## config.mk

```make
export PLATFORM = sky130hd
export DESIGN_NAME = pow_res_credit_fifo
export DESIGN_NICKNAME = d
export VERILOG_FILES = /design/src/rtl/pow_res_credit_fifo.sv
export SDC_FILE = /design/constraint.sdc
export NUM_CORES = 1
export LEC_CHECK = 0
export ABC_CLOCK_PERIOD_IN_PS = 2400
export CORE_ASPECT_RATIO = 1.5
export CORE_MARGIN = 5
export CORE_UTILIZATION = 40
export CTS_BUF_LIST = sky130_fd_sc_hd__clkbuf_16
export DETAILED_ROUTE_END_ITERATION = 10
export PLACE_DENSITY = 0.67
export SYNTH_ARGS = -nofsm -noshare
export SYNTH_HDL_FRONTEND = slang
export SYNTH_SLANG_ARGS = --single-unit
export TNS_END_PERCENT = 30
```

## constraint.sdc

```tcl
create_clock -name clk -period 2.4 [get_ports clk]
set_clock_uncertainty 0.1 [all_clocks]
set_input_delay 0.48 -clock clk [delete_from_list [all_inputs] [get_ports clk]]
set_output_delay 0.48 -clock clk [all_outputs]
set_load 0.01 [all_outputs]
```

## src/rtl/pow_res_credit_fifo.sv

```systemverilog
// Credit-gated result collector for the pow_5 / pow_n pipes: issues arguments only
// when a FIFO slot is reserved, buffers the backpressure-free results, drains via valid/ready.
module pow_res_credit_fifo #(
    parameter int w     = 8,
    parameter int depth = 8,
    localparam int cw   = $clog2(depth) + 1
) (
    input  logic          clk,
    input  logic          rst_n,
    input  logic          arg_vld,
    output logic          arg_rdy,
    output logic          pipe_arg_vld,
    input  logic          res_vld,
    input  logic [w-1:0]  res,
    output logic          out_vld,
    output logic [w-1:0]  out_data,
    input  logic          out_rdy,
    output logic [cw-1:0] credits,
    output logic [cw-1:0] occupancy,
    output logic          overflow
);

    localparam int aw = $clog2(depth);
    localparam logic [cw-1:0] depth_c = cw'(depth);

    logic [w-1:0]  mem [depth];
    logic [aw-1:0] wr_ptr;
    logic [aw-1:0] rd_ptr;
    logic [cw-1:0] credits_q;
    logic [cw-1:0] occ_q;
    logic          overflow_q;

    logic fire;
    logic pop;
    logic full;
    logic wr_en;
    logic ovf_set;

    always_comb begin
        arg_rdy      = (credits_q != '0);
        fire         = arg_vld & arg_rdy;
        pipe_arg_vld = fire;
        out_vld      = (occ_q != '0);
        pop          = out_vld & out_rdy;
        full         = (occ_q == depth_c);
        wr_en        = res_vld & (~full | pop);
        ovf_set      = res_vld & full & ~pop;
        out_data     = mem[rd_ptr];
        credits      = credits_q;
        occupancy    = occ_q;
        overflow     = overflow_q;
    end

    // Increment is held at depth so a protocol violation upstream cannot mint credits.
    always_ff @(posedge clk or negedge rst_n) begin
        if (!rst_n) begin
            credits_q <= depth_c;
        end else if (fire && !pop) begin
            credits_q <= credits_q - cw'(1);
        end else if (pop && !fire && credits_q != depth_c) begin
            credits_q <= credits_q + cw'(1);
        end
    end

    always_ff @(posedge clk or negedge rst_n) begin
        if (!rst_n) begin
            occ_q <= '0;
        end else begin
            case ({wr_en, pop})
                2'b10:   occ_q <= occ_q + cw'(1);
                2'b01:   occ_q <= occ_q - cw'(1);
                default: occ_q <= occ_q;
            endcase
        end
    end

    always_ff @(posedge clk or negedge rst_n) begin
        if (!rst_n) begin
            wr_ptr <= '0;
            rd_ptr <= '0;
        end else begin
            if (wr_en) wr_ptr <= wr_ptr + aw'(1);
            if (pop)   rd_ptr <= rd_ptr + aw'(1);
        end
    end

    always_ff @(posedge clk or negedge rst_n) begin
        if (!rst_n) begin
            overflow_q <= 1'b0;
        end else if (ovf_set) begin
            overflow_q <= 1'b1;
        end
    end

    // Storage is intentionally unreset; out_data is only meaningful with out_vld.
    always_ff @(posedge clk) begin
        if (wr_en) mem[wr_ptr] <= res;
    end

endmodule

```

==> flow_summary_export.csv, run 1 <==
group,metric,value,unit
status,status,"complete, but fails checks",
status,violations,"negative setup slack",
timing,rsz0062_at_grt,"yes",
hold_path,whs_endpoint,"overflow$_DFFE_PN0P_",
timing,setup_violations,5,
die,rows,41,
worst_setup_path,r2r_start,"credits[3]$_DFFE_PN1P_",
synthesis,ys_ff_latch,79,
final_layout,final_cell_mix,"edfxtp_1, buf_4, clkdlybuf4s50_1, mux4_2, nand2_1",
detailed_routing,ant_nets,0,
clock_tree,htreeDepth,3,
die,core,8360,µm²
final_layout,syn_to_final_growth,34.9,%
detailed_routing,avgRoutedWirePerCell,17.5,µm
pwr,p_leak,1.67,nW
placement,pre_cts_ws,-0.315,ns
final_layout,layout-drive-gt1-share,0.386,
global_routing,antenna_found_initial,0,
final_layout,fillers,659,
die,io_pins,33,
global_routing,grt_pass1_wl,10700,µm
clock_tree,clkSinkCount,79,
hold_path,min_from,"overflow$_DFFE_PN0P_",
final_layout,n_antenna_cell,0,
detailed_routing,wl,6630,µm
pwr,power,5.87,mW
timing,maxSlewViolCount,0,
timing,finalCritPeriodShare,1.02,
hold_path,hp-class,"register to register",
detailed_routing,routed-via-count,1943,
job,cap_viol_max_count,0,
worst_setup_path,reg2reg_to,"credits[2]$_DFFE_PN0P_",
clock_tree,numCtsBuffers,9,
timing,slew_headroom,0.362,
synthesis,synth-edff-count,64,
timing,finalSetupTns,-0.219,ns
timing,fin_crit,2.45,ns
synthesis,ys_types,40,
worst_setup_path,worst-r2r-cell-count,9,
clock_tree,cts_tree,"done",
global_routing,grt_pass1_vias,2065,
placement,numPortBuffers,32,
detailed_routing,via_per_inst,5.13,
final_layout,post-route-util,0.547,
pwr,p_per_area,1280,nW/µm²
final_layout,final_nets,288,
synthesis,syn_avg_cell_area,17.1,µm²
worst_setup_path,worstPathRequired,1.82,ns
die,initial_core_util,0.406,
clock_tree,cts_buffer_depth,2,
die,dieArea,10500,µm²
final_layout,final_common_cell,"edfxtp_1",
synthesis,synth_nets,220,
timing,fmax,0.409,GHz
worst_setup_path,critPathLaunchType,"register",
synthesis,yosysWarnings,0,
synthesis,async_flop_share,0.190,
worst_setup_path,r2r_slack,0.11,ns
detailed_routing,drcViolationCount,0,
clock_tree,clk_latency,0.33,ns
hold_path,min_path_cells,1,
detailed_routing,dr.pass1.iters,4,
clock_tree,clock-root-buffer,"clkbuf_16",
placement,hpwl,4200,µm
clock_tree,ctsHoldBuffers,0,
die,die_height,123,µm
pwr,vdd_drop_max,0.000668,V
worst_setup_path,arrival,1.87,ns
global_routing,grt_max_degree,17,
die,die_w,85.2,µm
synthesis,yosysSeqAreaShare,0.677,
timing,setup_slack,-0.0462,ns
timing,hold_viol,0,
worst_setup_path,end_kind,"primary output",
worst_setup_path,worstPathMaxFanout,5,
timing,worst_slew_pin_slew,0.953,ns
detailed_routing,first_iter_violations,114,
clock_tree,path_clk_slew,0.06,ns
synthesis,synthFlopType,"edfxtp_1",
global_routing,grt_overflow,0,
timing,holdWs,0.379,ns
synthesis,synth_cells,199,
worst_setup_path,worstSetupPathType,"register to primary output",
placement,place.gp.congestion,0.801,
global_routing,grtUsageTotal,0.139,
synthesis,syn-cell-area,3390,µm²
registers in the layout, indices dropped and copies added, names as in the netlist:
name and cells:
credits 4, occupancy 4, rd_ptr 3, wr_ptr 3, mem 64, overflow 1
how the worst max path moves through the flow:
stage | startpoint | end | slack [ns] | cells after the start
global placement | out_rdy | occupancy[2]$_DFFE_PN0P_ | -0.28 | 11
global route | rd_ptr[0]$_DFFE_PN0P_ | out_data[7] | -0.12 | 5
CTS | rd_ptr[0]$_DFFE_PN0P_ | out_data[0] | -0.14 | 6
finish | rd_ptr[0]$_DFFE_PN0P_ | out_data[7] | -0.05 | 5
floorplan | occupancy[1]$_DFFE_PN0P_ | occupancy[2]$_DFFE_PN0P_ | -0.04 | 10
detailed placement | out_rdy | occupancy[3]$_DFFE_PN0P_ | -0.32 | 10
layout make-up:
| class | count | area (µm²) | share of cell area |
|---|---|---|---|
| Multi-Input combinational cell | 107 | 1150 | 0.251 |
| Clock inverter | 7 | 87.6 | 0.0191 |
| Clock buffer | 9 | 225 | 0.0492 |
| Inverter | 5 | 21.3 | 0.00465 |
| Timing Repair Buffer | 65 | 658 | 0.144 |
| Tap cell | 107 | 134 | 0.0293 |
| Sequential cell | 79 | 2300 | 0.503 |
per-layer routing:
layer | vias to the layer above | GRT usage | share of wire
li1 | 908 | - | -
met2 | 48 | 0.242 | 0.54
met5 | - | 0 | 0
met4 | 0 | 0.0574 | 0.021
met3 | 11 | 0.0383 | 0.037
met1 | 976 | 0.161 | 0.40
power breakdown:
part,internal [mW],switching (mW),total [mW]
clock,0.902,0.504,1.41
sequential,1.78,0.185,1.96
combinational,1.45,1.06,2.51
repair_timing:
| action | CTS | global route |
|---|---|---|
| setup buffers | 5 | 1 |
| resized for setup | 59 | 12 |
| pin swaps | 0 | 10 |
| setup endpoints to repair | 12 | 29 |
| gates cloned | 2 | 0 |
through the flow:
step                      instances  instance area (µm²)
after floorplan                 199                 3440
after global placement          356                 4100
after detailed placement        356                 4100
after CTS                       379                 4550
after global routing            379                 4580
final                           379                 4580
cells by family (layout without fill, tap and decap cells):
logic type	count (synthesis)	in the layout	synth area share
AOI/OAI and AO/OA	18	18	0.0409
xor gates and xnor gates	10	10	0.0258
adders and majority gates	8	8	0.0317
buffers and inverters	13	86	0.0177
DFF	79	79	0.677
muxes	26	26	0.139
and+or+nand+nor	45	45	0.0671
cells in the mapped netlist, drive strengths merged (3+ instances only):
library cell | instances | area, µm²
a21oi | 6 | 30.0
buf | 5 | 30.0
clkbuf | 3 | 11.3
dfrtp | 14 | 350
edfxtp | 64 | 1920
ha | 7 | 87.6
inv | 5 | 18.8
mux2 | 10 | 113
mux4 | 16 | 360
nand2 | 17 | 63.8
nand2b | 6 | 37.5
nor2 | 8 | 30.0
nor3 | 3 | 15.0
xnor2 | 7 | 61.3
xor2 | 3 | 26.3
critical path, cell delays in order (launching register included):
cell and delay [ns]:
dfrtp_2 0.38, buf_6 0.13, buf_12 0.12, mux4_2 0.50, mux2_4 0.28, buf_6 0.12
No activity file was read; power rests on OpenSTA's default activity.
==> run 2: changes to the inputs <==
--- a/config.mk
+++ b/config.mk
@@ -12,6 +12,7 @@
 export CTS_BUF_LIST = sky130_fd_sc_hd__clkbuf_16
 export DETAILED_ROUTE_END_ITERATION = 10
 export PLACE_DENSITY = 0.67
+export SKIP_LAST_GASP = 1
 export SYNTH_ARGS = -nofsm -noshare
 export SYNTH_HDL_FRONTEND = slang
 export SYNTH_SLANG_ARGS = --single-unit
==> run 2 against run 1 <==
The flow still finishes with violations (negative setup slack). Cell area is 0.55% lower. Register-to-register slack got worse by 0.04 ns. Utilization fell by 0.30 points. Flip-flop and latch count is the same. Die area stayed put. Via count unchanged. Non-clock buffer count fell by 1.
==> flow_summary_export.csv, run 2 (synthesis results as in run 1) <==
group,metric,value,unit
final_layout,max_flop_register,"mem",
global_routing,grt_overflow,0,
die,core,8360,µm²
global_routing,grt_pass1_wl,10600,µm
clock_tree,clock-root-buffer,"clkbuf_16",
placement,pre_cts_ws,-0.315,ns
pwr,seq_power_share,0.337,
final_layout,syn_to_final_growth,34.1,%
clock_tree,clk_latency,0.33,ns
detailed_routing,wl,6630,µm
final_layout,final_nets,287,
detailed_routing,drcViolationCount,0,
pwr,p_per_area,1280,nW/µm²
status,status,"complete, but fails checks",
worst_setup_path,arrival,1.87,ns
pwr,clkPwrFrac,0.241,
die,rows,41,
pwr,vdd_drop_max,0.000658,V
timing,finalCritPeriodShare,1.02,
pwr,switching_share,0.298,
worst_setup_path,worst-r2r-cell-count,7,
timing,fin_crit,2.45,ns
pwr,power,5.80,mW
worst_setup_path,worstSetupEndpoint,"out_data[7]",
detailed_routing,first_iter_violations,129,
timing,worst_slew_pin_slew,0.971,ns
global_routing,grtUsageTotal,0.139,
pwr,p_leak,1.65,nW
job,cap_viol_max_count,0,
pwr,p_int,4.08,mW
global_routing,grt_pass1_vias,2053,
clock_tree,cts_buffer_depth,2,
worst_setup_path,worstPathRequired,1.82,ns
final_layout,layout-drive-gt1-share,0.365,
timing,maxSlewViolCount,0,
clock_tree,numCtsBuffers,9,
hold_path,hp-class,"register to register",
placement,numPortBuffers,32,
pwr,switchingPower,1.73,mW
final_layout,n_antenna_cell,0,
worst_setup_path,r2r_slack,0.07,ns
clock_tree,path_clk_slew,0.06,ns
final_layout,largest_reg_flops,64,
timing,fmax,0.408,GHz
worst_setup_path,critPathLaunchType,"register",
die,dieArea,10500,µm²
detailed_routing,dr.pass1.iters,4,
detailed_routing,ant_nets,0,
worst_setup_path,reg2reg_to,"credits[2]$_DFFE_PN0P_",
global_routing,antenna_found_initial,0,
die,initial_core_util,0.406,
pwr,comb_power_share,0.422,
timing,hold_viol,0,
placement,hpwl,4200,µm
final_layout,final_common_cell,"edfxtp_1",
timing,setup_slack,-0.0507,ns
timing,slew_headroom,0.350,
timing,rsz0062_at_grt,"yes",
die,die_height,123,µm
clock_tree,htreeDepth,3,
detailed_routing,routed-via-count,1943,
final_layout,fillers,658,
clock_tree,cts_tree,"done",
timing,setup_violations,7,
worst_setup_path,worstPathMaxFanout,5,
final_layout,final_cell_mix,"edfxtp_1, buf_4, clkdlybuf4s50_1, mux4_2, nand2_1",
worst_setup_path,r2r_start,"occupancy[3]$_DFFE_PN0P_",
worst_setup_path,worstSetupPathType,"register to primary output",
global_routing,grt_max_degree,17,
timing,finalSetupTns,-0.278,ns
clock_tree,clkSinkCount,79,
placement,place.gp.congestion,0.801,
detailed_routing,avgRoutedWirePerCell,17.5,µm
clock_tree,ctsHoldBuffers,0,
die,die_w,85.2,µm
worst_setup_path,end_kind,"primary output",
die,io_pins,33,
status,violations,"negative setup slack",
final_layout,post-route-util,0.544,
worst_setup_path,crit_path_start,"rd_ptr[0]$_DFFE_PN0P_",
detailed_routing,via_per_inst,5.14,
[run 2: worst min-delay path by stage]
stage	depth (start not counted)	to	from
after floorplan	0	credits[0]$_DFFE_PN0P_	rst_n
after global placement	1	overflow$_DFFE_PN0P_	overflow$_DFFE_PN0P_
after detailed placement	1	overflow$_DFFE_PN0P_	overflow$_DFFE_PN0P_
after CTS	1	overflow$_DFFE_PN0P_	overflow$_DFFE_PN0P_
after global routing	1	rd_ptr[2]$_DFFE_PN0P_	rd_ptr[2]$_DFFE_PN0P_
final	1	overflow$_DFFE_PN0P_	overflow$_DFFE_PN0P_
[run 2: cell type report]
type	count	area, µm²	share of cell area
well taps	107	134	0.0294
clock inverters	7	87.6	0.0192
multi-input cells	107	1140	0.250
flip-flops and latches	79	2300	0.505
inverters	5	21.3	0.00467
clock buffers	9	225	0.0495
repair buffers	64	647	0.142
[run 2: through the flow]
| stage | cells | area, µm² | hold slack, ns |
|---|---|---|---|
| 6_report | 378 | 4550 | 0.379 |
| 5_1_grt | 378 | 4550 | 0.401 |
| 3_5_place_dp | 356 | 4100 | 0.367 |
| 4_1_cts | 379 | 4530 | 0.385 |
| 2_1_floorplan | 199 | 3440 | 0.0844 |
| 3_3_place_gp | 356 | 4100 | 0.346 |
[run 2: routing by layer]
layer / vias to the layer above / share of wire / track usage
met1: 988 / 0.40 / 0.162
met2: 38 / 0.55 / 0.239
met3: 10 / 0.032 / 0.0390
met5: - / 0 / 0
met4: 0 / 0.022 / 0.0574
li1: 907 / - / -
[run 2: what timing repair did]
item | in CTS | in global routing
gates cloned | 2 | 0
pin swaps | 0 | 4
endpoints found under the setup margin | 12 | 31
buffers inserted | 5 | 0
gates resized for setup | 42 | 15
[run 2: worst max-delay path, stage by stage (launching register included)]
cell and delay [ns]:
dfrtp_2 0.38, buf_6 0.13, buf_12 0.12, mux4_2 0.51
mux2_4 0.28, buf_6 0.12
[run 2: power by group through the flow]
stage               Clock, mW  Combinational (mW)  Sequential [mW]
floorplan                   0                1.29             1.96
global placement            0                2.17             1.97
detailed placement          0                2.21             1.97
CTS                      1.45                2.46             1.95
global route             1.50                2.66             1.99
finish                   1.40                2.45             1.95
==> run 3: changes to the inputs <==
--- a/config.mk
+++ b/config.mk
@@ -5,13 +5,14 @@
 export SDC_FILE = /design/constraint.sdc
 export NUM_CORES = 1
 export LEC_CHECK = 0
-export ABC_CLOCK_PERIOD_IN_PS = 2400
+export ABC_CLOCK_PERIOD_IN_PS = 2900
 export CORE_ASPECT_RATIO = 1.5
 export CORE_MARGIN = 5
 export CORE_UTILIZATION = 40
 export CTS_BUF_LIST = sky130_fd_sc_hd__clkbuf_16
 export DETAILED_ROUTE_END_ITERATION = 10
-export PLACE_DENSITY = 0.67
+export PLACE_DENSITY = 0.64
+export SKIP_CTS_REPAIR_TIMING = 1
 export SKIP_LAST_GASP = 1
 export SYNTH_ARGS = -nofsm -noshare
 export SYNTH_HDL_FRONTEND = slang
==> constraint.sdc (replaced) <==
create_clock -name clk -period 2.9 [get_ports clk]
set_clock_uncertainty 0.1 [all_clocks]
set_input_delay 0.58 -clock clk [delete_from_list [all_inputs] [get_ports clk]]
set_output_delay 0.58 -clock clk [all_outputs]
set_load 0.01 [all_outputs]
==> run 3 against run 2 <==
The flow now finishes without violations. Worst hold slack lost 0.014 ns. First-iteration DRC count fell by 43%. Total power down 26%. Die area did not move. Sequential power down 13%. Non-clock buffer count down 20. Wire length fell by 5.8%. Largest cell class unchanged.
==> flow_summary_export.csv, run 3 (synthesis results as in run 1) <==
group,metric,value,unit
worst_setup_path,worstPathRequired,2.22,ns
clock_tree,cts_buffer_depth,2,
placement,dpl_cell_area,3890,µm²
final_layout,post-route-util,0.504,
detailed_routing,dr.pass1.iters,4,
worst_setup_path,end_kind,"primary output",
detailed_routing,ant_nets,0,
final_layout,final_common_cell,"edfxtp_1",
final_layout,fillers,705,
detailed_routing,routed-via-count,1848,
final_layout,final_cell_mix,"edfxtp_1, clkdlybuf4s50_1, nand2_1, mux4_2, dfrtp_1",
final_layout,syn_to_final_growth,24.2,%
global_routing,grt_max_degree,17,
final_layout,layoutNonFillerInstCount,358,
detailed_routing,via_per_inst,5.16,
worst_setup_path,critPathLaunchType,"register",
placement,numPortBuffers,32,
global_routing,grt_pass1_wl,10100,µm
global_routing,grtUsageTotal,0.131,
die,io_pins,33,
worst_setup_path,worstSetupPathType,"register to primary output",
job,cap_viol_max_count,0,
pwr,p_leak,1.51,nW
placement,dp_cells,340,
detailed_routing,first_iter_violations,74,
die,initial_core_util,0.406,
detailed_routing,drcViolationCount,0,
timing,rsz0062_at_grt,"yes",
final_layout,largest_reg_flops,64,
timing,worst_slew_pin_slew,0.910,ns
clock_tree,clock-root-buffer,"clkbuf_16",
die,die_height,123,µm
global_routing,met2_usage,0.224,
global_routing,met3_usage,0.0369,
detailed_routing,wl,6250,µm
worst_setup_path,arrival,2.20,ns
timing,maxSlewViolCount,0,
placement,pre_cts_ws,0.0351,ns
timing,setup_slack,0.0210,ns
status,status,"complete, no violations",
clock_tree,cts_tree,"done",
global_routing,top_usage_layer,"met2",
final_layout,n_antenna_cell,0,
pwr,p_per_area,1020,nW/µm²
global_routing,antenna_found_initial,0,
clock_tree,clkSinkCount,79,
clock_tree,path_clk_slew,0.06,ns
placement,place.gp.congestion,0.804,
die,die_w,85.2,µm
timing,holdWs,0.365,ns
worst_setup_path,worstPathMaxFanout,8,
hold_path,hp-class,"register to register",
timing,slew_headroom,0.391,
timing,setup_violations,0,
final_layout,final_nets,267,
detailed_routing,avgRoutedWirePerCell,17.4,µm
die,dieArea,10500,µm²
die,core,8360,µm²
pwr,vdd_drop_max,0.000526,V
final_layout,layout-drive-gt1-share,0.223,
clock_tree,htreeDepth,3,
clock_tree,clk_latency,0.33,ns
final_layout,max_flop_register,"mem",
timing,finalCritPeriodShare,0.993,
die,rows,41,
global_routing,grt_overflow,0,
global_routing,grt_pass1_vias,1956,
timing,fin_crit,2.88,ns
placement,hpwl,4130,µm
clock_tree,numCtsBuffers,9,
final_layout,fin_area,4210,µm²
timing,hold_viol,0,
global_routing,met1_usage,0.153,
timing,fmax,0.347,GHz
## run 3: cell types whose count changed in the layout (fill, tap and decap cells not counted), moves of 2 or more
cell,delta
ha_4,-3
inv_1,+2
mux2_4,-5
ha_1,+4
clkbuf_2,-2
buf_12,-3
buf_4,-14
clkinv_1,+2
clkdlybuf4s50_1,+9
a21oi_1,+2
buf_6,-7
mux2_2,+5
## run 3: worst paths after layout
kind,startpoint,to,slack [ns],cells after the start
worst max-delay path,rd_ptr[0]$_DFFE_PN0P_,out_data[4],0.02,4
worst min-delay path,overflow$_DFFE_PN0P_,overflow$_DFFE_PN0P_,0.37,1
worst max register to register,credits[1]$_DFFE_PN0P_,credits[3]$_DFFE_PN1P_,0.28,9
worst min register to register,overflow$_DFFE_PN0P_,overflow$_DFFE_PN0P_,0.37,1
max in group asynchronous,rst_n,rd_ptr[0]$_DFFE_PN0P_,1.62,1
min in group asynchronous,rst_n,credits[2]$_DFFE_PN0P_,0.58,1
## run 3: cell type report
type | count | area, µm² | area share
repair buffers | 44 | 445 | 0.106
clock inverters | 7 | 55.1 | 0.0131
multi-input cells | 107 | 1030 | 0.246
well taps | 107 | 134 | 0.0318
flip-flops and latches | 79 | 2300 | 0.546
inverters | 5 | 18.8 | 0.00446
clock buffers | 9 | 225 | 0.0535
## run 3: power breakdown
| part | leakage, nW | switching [mW] | internal, mW |
|---|---|---|---|
| combinational | 0.605 | 0.658 | 0.908 |
| sequential | 0.758 | 0.231 | 1.46 |
| clock | 0.143 | 0.400 | 0.650 |
| total | 1.51 | 1.29 | 3.02 |
## run 3: through the flow
stage	setup TNS (ns)	power [mW]
2_1_floorplan	0	2.64
6_report	0	4.31
5_1_grt	-0.257	4.57
4_1_cts	-0.523	4.33
3_3_place_gp	0	3.23
3_5_place_dp	0	3.26
## run 3: per-layer routing
metal	vias to the layer above	wire, µm
met2	41	3230
met1	929	2680
met4	0	124
li1	869	-
met5	-	0
met3	9	208
## run 3: critical path: stages, from the launching register on
cell and delay (ns):
dfrtp_2 0.43, clkbuf_16 0.19, mux4_2 0.50, mux2_2 0.27, clkdlybuf4s50_1 0.47
